--- config.mk ---
export PLATFORM = sky130hd
export DESIGN_NAME = psum_drain
export DESIGN_NICKNAME = d
export VERILOG_FILES = /design/src/rtl/psum_drain.sv
export SDC_FILE = /design/constraint.sdc
export NUM_CORES = 1
export LEC_CHECK = 0
export CAP_MARGIN = 20
export CORE_UTILIZATION = 46
export CTS_CLUSTER_DIAMETER = 150
export DETAILED_ROUTE_END_ITERATION = 10
export PLACE_DENSITY = 0.72
export SETUP_SLACK_MARGIN = 0.5
export SLEW_MARGIN = 20
export SYNTH_ARGS = -nofsm -noshare
export SYNTH_HDL_FRONTEND = slang
export SYNTH_SLANG_ARGS = --single-unit
export TNS_END_PERCENT = 20
--- constraint.sdc ---
create_clock -name clk -period 7.6 [get_ports clk]
set_input_delay 1.52 -clock clk [delete_from_list [all_inputs] [get_ports clk]]
set_output_delay 1.52 -clock clk [all_outputs]
set_load 0.05 [all_outputs]
--- src/rtl/psum_drain.sv ---
// psum_drain: pops 3x6 psum words from the PE FIFO and emits requantized rows.
// Optional saturation counter enabled by defining PSUM_DRAIN_STAT_EN.
module psum_drain #(
   parameter int PSUM_WIDTH  = 16,
   parameter int OUT_WIDTH   = 8,
   parameter int SHIFT_WIDTH = 4
) (
   input  logic                       clk,
   input  logic                       rst,
   input  logic                       fifo_empty_i,
   output logic                       fifo_rd_en_o,
   input  logic [18*PSUM_WIDTH-1:0]   fifo_dout_i,
   input  logic [SHIFT_WIDTH-1:0]     shift_i,
   input  logic                       relu_en_i,
   output logic                       out_valid_o,
   input  logic                       out_ready_i,
   output logic [6*OUT_WIDTH-1:0]     out_data_o,
   output logic [1:0]                 out_row_o,
   output logic                       out_last_o,
   output logic                       busy_o,
   input  logic                       clr_stat_i,
   output logic [15:0]                sat_cnt_o
);

   localparam int EW = PSUM_WIDTH + 1;
   localparam int RW = 6 * PSUM_WIDTH;
   localparam logic signed [EW-1:0] C_MAX = EW'((2**(OUT_WIDTH-1)) - 1);
   localparam logic signed [EW-1:0] C_MIN = EW'(-(2**(OUT_WIDTH-1)));

   typedef enum logic [1:0] {
      S_IDLE,
      S_READ,
      S_LOAD,
      S_EMIT
   } state_t;

   state_t                    r_state;
   logic [1:0]                r_row;
   logic [18*PSUM_WIDTH-1:0]  r_word;
   logic [SHIFT_WIDTH-1:0]    r_shift;
   logic                      r_relu;

   logic                      w_valid;
   logic                      w_acc;
   logic [RW-1:0]             w_rw;
   logic [6*OUT_WIDTH-1:0]    w_data;
   logic [5:0]                w_sat;

   assign w_valid = (r_state == S_EMIT);
   assign w_acc   = w_valid && out_ready_i;

   always_ff @(posedge clk) begin
      if (rst) begin
         r_state <= S_IDLE;
         r_row   <= '0;
         r_word  <= '0;
         r_shift <= '0;
         r_relu  <= 1'b0;
      end else begin
         unique case (r_state)
            S_IDLE: begin
               if (!fifo_empty_i) r_state <= S_READ;
            end
            S_READ: r_state <= S_LOAD;
            S_LOAD: begin
               r_word  <= fifo_dout_i;
               r_shift <= shift_i;
               r_relu  <= relu_en_i;
               r_row   <= '0;
               r_state <= S_EMIT;
            end
            S_EMIT: begin
               if (w_acc) begin
                  if (r_row == 2'd2) begin
                     r_row   <= '0;
                     r_state <= fifo_empty_i ? S_IDLE : S_READ;
                  end else begin
                     r_row <= r_row + 2'd1;
                  end
               end
            end
            default: r_state <= S_IDLE;
         endcase
      end
   end

   always_comb begin
      w_rw = r_word[2*RW +: RW];
      unique case (r_row)
         2'd0:    w_rw = r_word[0 +: RW];
         2'd1:    w_rw = r_word[RW +: RW];
         default: w_rw = r_word[2*RW +: RW];
      endcase
   end

   // Round-half-up shift, ReLU, then clamp; all in PSUM_WIDTH+1 bits.
   for (genvar c = 0; c < 6; c++) begin : g_col
      logic [PSUM_WIDTH-1:0]    w_e;
      logic signed [EW-1:0]     w_x;
      logic signed [EW-1:0]     w_rnd;
      logic signed [EW-1:0]     w_sh;
      logic signed [EW-1:0]     w_rl;
      logic                     w_hi;
      logic                     w_lo;

      assign w_e   = w_rw[c*PSUM_WIDTH +: PSUM_WIDTH];
      assign w_x   = {w_e[PSUM_WIDTH-1], w_e};
      assign w_rnd = (r_shift == '0) ? '0
                   : (EW'(1) << (r_shift - 1'b1));
      assign w_sh  = (w_x + w_rnd) >>> r_shift;
      assign w_rl  = (r_relu && w_sh[EW-1]) ? '0 : w_sh;
      assign w_hi  = (w_rl > C_MAX);
      assign w_lo  = (w_rl < C_MIN);
      assign w_sat[c] = w_hi | w_lo;
      assign w_data[c*OUT_WIDTH +: OUT_WIDTH] =
         w_hi ? C_MAX[OUT_WIDTH-1:0] :
         w_lo ? C_MIN[OUT_WIDTH-1:0] : w_rl[OUT_WIDTH-1:0];
   end

   assign fifo_rd_en_o = (r_state == S_READ);
   assign out_valid_o  = w_valid;
   assign out_data_o   = w_valid ? w_data : '0;
   assign out_row_o    = w_valid ? r_row : 2'd0;
   assign out_last_o   = w_valid && (r_row == 2'd2);
   assign busy_o       = (r_state != S_IDLE);

`ifdef PSUM_DRAIN_STAT_EN
   logic [15:0] r_sat_cnt;
   logic [2:0]  w_nsat;
   logic [16:0] w_sum;

   always_comb begin
      w_nsat = '0;
      for (int c = 0; c < 6; c++) w_nsat = w_nsat + 3'(w_sat[c]);
   end

   assign w_sum = {1'b0, r_sat_cnt} + 17'(w_nsat);

   always_ff @(posedge clk) begin
      if (rst) begin
         r_sat_cnt <= '0;
      end else if (clr_stat_i) begin
         r_sat_cnt <= '0;
      end else if (w_acc) begin
         r_sat_cnt <= w_sum[16] ? 16'hFFFF : w_sum[15:0];
      end
   end

   assign sat_cnt_o = r_sat_cnt;
`else
   logic w_unused;

   assign w_unused  = ^{clr_stat_i, w_sat};
   assign sat_cnt_o = '0;
`endif

endmodule

==> key figures <==
Status
  • Status: complete, no violations

Routing
  • Vias per cell: 6.200
  • Via Count: 26080
  • Post-route DRC: 0
  • Routed wire length per instance: 22.45 µm
  • Drt first pass iters: 6
  • Detailed Route WL: 94440 µm
  • Starting DRT DRC Count: 2787
  • Post-route ant nets: 0

STA
  • Period utilization: 92.52%
  • Worst Clk Skew: 19.72 ps
  • Final setup TNS: 0 ps
  • Final Slew Violations: 0
  • Peak Freq: 0.1422 GHz
  • Finish-stage setup viols: 0
  • Worst Max-Slew Pin Slew: 1104 ps
  • Final hold vios: 0
  • RSZ-0062 raised after global routing: true
  • Final Hold Slack: 489.9 ps
  • Final Critical Period: 7032 ps
  • Slew headroom: 25.62%

Synthesis
  • Largest family of logic cells by synthesized area: compound AO/OA/AOI/OAI gates
  • EDFF count, synth: 0
  • Synth Area in Adders: 4.549%
  • YS warnings: 0
  • Post-synthesis mux area share: 20.86%
  • Cell area after synthesis: 25090 µm²
  • Post-Synth XOR/XNOR Area: 3.202%
  • Yosys cell types: 113
  • Sequential cell area fraction in the yosys report: 23.70%
  • Post-synth top area share: 23.70%
  • Dominant cells by area after synthesis: dfxtp_1, mux2i_1, nor2_1
  • Post-Synth Simple-Gate Area: 19.04%
  • Top_reg_cell synth: dfxtp_1
  • Synth area leader: dfxtp_1
  • Cells after Synth: 3188
  • Asr flop ratio synth: 0%
  • Post-synthesis compound-gate area fraction: 23.62%
  • Seq cells post-synth: 297
  • Syn_area_per_cell: 7.869 µm²

Clock tree
  • CTS Hold Bufs: 0
  • Root Driver: clkbuf_16
  • CTS tree: done
  • Max clock buf depth: 3
  • CTS Sinks: 297
  • Worst-Skew Late Latency: 560 ps
  • H-tree depth: 1
  • CTS Buf Count: 30
  • CTS clk-pin slew, worst paths: 60 ps

Die
  • Die Y: 235.5 µm
  • Die Width: 235.5 µm
  • Full die area: 55470 µm²
  • Core Box Area: 53810 µm²
  • I/O pin cnt: 368
  • Initial Util: 46.62%
  • Row cnt: 85

Layout
  • Leading cell type in the layout, fill and taps excluded: nor2_1
  • Area Growth Syn to Fin: 27.28%
  • Layout cells sized above 1: 13.68%
  • Filler cells: 4911
  • Final layout net count: 3872
  • Commonest non-fill, non-tap cells in the layout: nor2_1, mux2i_1, clkdlybuf4s50_1
  • Register area: 5966 µm²
  • Multi-input logic area: 18810 µm²

Worst setup path
  • Worst setup SP type: register
  • Worst reg2reg setup slack: 4930 ps
  • Critical path depth in cells: 20
  • Crit path cell chain: clkinvlp_4 > nor2_2 > nand3_2 > inv_4 > buf_4 > ha_2 > a21o_1 > a221oi_2 > o21ai_0 > o2bb2ai_2 > a21oi_1 > xnor2_2 > mux2i_2 > a221o_1 > nor3b_2 > buf_4 > nor4bb_2 > a41oi_2 > a21o_2 > buf_12
  • Crit-path leading delay family: compound AO/OA/AOI/OAI gates
  • Crit Path Max Fanout: 9
  • WP data arrival: 5510 ps
  • Critical path's largest stage delay: 450 ps
  • Bufs and invs on worst path: 5
  • Crit end category: primary output
  • WP data required: 6080 ps
  • FF-to-FF path depth: 5
  • Crit path top cell by count: buf_4
  • Crit Path Class: register to primary output
  • Crit-path slowest cell: dfxtp_4

Power
  • VDD IR max: 0.2445 mV
  • Leak: 0.01227 µW
  • Pwr/cell area: 262.6 nW/µm²

Run
  • Max Cap Viol: 0

Global route
  • Grt total ovfl: 0
  • First-pass GRT wire length: 141600 µm
  • GRT Resource Usage Total: 32.23%
  • Largest net degree at the start of global routing: 226
  • Antenna violations before repair: 15
  • Vias in the first global route: 23370

Placement
  • I/O Buffers: 350
  • Routability cong.: 1.043
  • Hpwl dp: 70980 µm

Hold path
  • Hold crit path type: register to register
  • Hold Path Cell Cnt: 2
-- per-layer routing --
layer / vias to the layer above / part of all wire, % / GRT usage, %
met5: - / 0.17 / 0
met2: 1322 / 41 / 46.31
met3: 163 / 11 / 7.821
met1: 12290 / 45 / 47.13
met4: 24 / 2.6 / 9.150
li1: 12280 / - / -
-- per-stage QoR --
step	cells	power [µW]	util (%)	instance area (µm²)	setup slack, ps
global placement	4112	6492	55.32	29770	576.9
detailed placement	4112	6528	55.32	29770	478.9
floorplan	3209	5178	-	25380	285.7
global route	4206	8795	59.34	31930	378.4
finish	4206	8384	59.34	31930	568.3
CTS	4177	8130	57.86	31130	431.4
-- final timing paths --
| kind | start | endpoint |
|---|---|---|
| max | r_shift[2]$_SDFFE_PP0P_ | out_data_o[34] |
| min | r_word[82]$_SDFFE_PP0P_ | r_word[82]$_SDFFE_PP0P_ |
| max reg2reg | r_state[0]$_SDFFE_PP0P_ | r_word[283]$_SDFFE_PP0P_ |
| min reg2reg | r_word[82]$_SDFFE_PP0P_ | r_word[82]$_SDFFE_PP0P_ |
-- kinds of logic after synthesis --
logic type | Yosys count
adders and majority gates | 92
DFF | 297
buffers and inverters | 297
other | 1
AOI/OAI and AO/OA | 862
and+or+nand+nor | 1051
xor gates and xnor gates | 90
muxes | 498
-- sequential cells by signal (all words and copies together), names as in the netlist --
signal and flops:
r_relu 1, r_row 2, r_shift 4, r_state 2
r_word 288
-- worst reg2reg max path: stages (launching register included) --
cell     delay, ps
dfxtp_1        330
inv_1          180
ha_4           680
buf_4          930
mux2i_1        330
nor2_1          70
-- final cells by class --
class | instances | share of cell area (%)
timing repair buffer | 498 | 15.84
clock buffer | 46 | 2.892
antenna | 1 | 0.007837
tap | 696 | 2.727
inverter | 44 | 0.5760
clock inverter | 9 | 0.3527
sequential | 297 | 18.68
multi-input combinational | 2615 | 58.92
-- where the power goes --
group          leakage (µW)  switching [µW]  internal, µW  total [µW]
clock network      0.000508             632           906        1540
logic               0.00934            2810          1940        4750
registers           0.00241             213          1890        2100
-- synthesized netlist by cell type, types with 8 or more instances --
cell type  count
or2_2         10
and2_1        31
nand2_1      267
xnor2_1       67
o2111ai_1     11
ha_1          88
o221ai_1      15
o21a_1        20
a221oi_1      21
buf_4         16
o211a_1        9
xor2_1        21
nand2b_1      20
buf_2         20
nor3_1        51
nor2_1       465
a211o_1       34
dfxtp_1      297
o21ai_1       49
nand3_1       42
nand4_1       23
a221o_1       13
nor2b_1       28
a21o_1        66
a211oi_1      44
o21ai_0      169
o31ai_1       19
nor4_1        12
a41oi_1        8
o22ai_1       23
or3_1         14
a22oi_1       15
clkbuf_1     164
a31oi_1       25
mux2i_1      447
o211ai_1      46
inv_1         40
mux2_2        30
and3_1        36
buf_1         47
mux4_2        16
a21oi_1      155
-- timing repair --
item | CTS | global route
hold endpoints to repair | 0 | 0
buffers inserted | 10 | 27
gates resized for setup | 33 | 119
cloned | 0 | 1
endpoints found under the setup margin | 42 | 42
pin swaps | 5 | 25
Power figures use the tool's default switching activity.
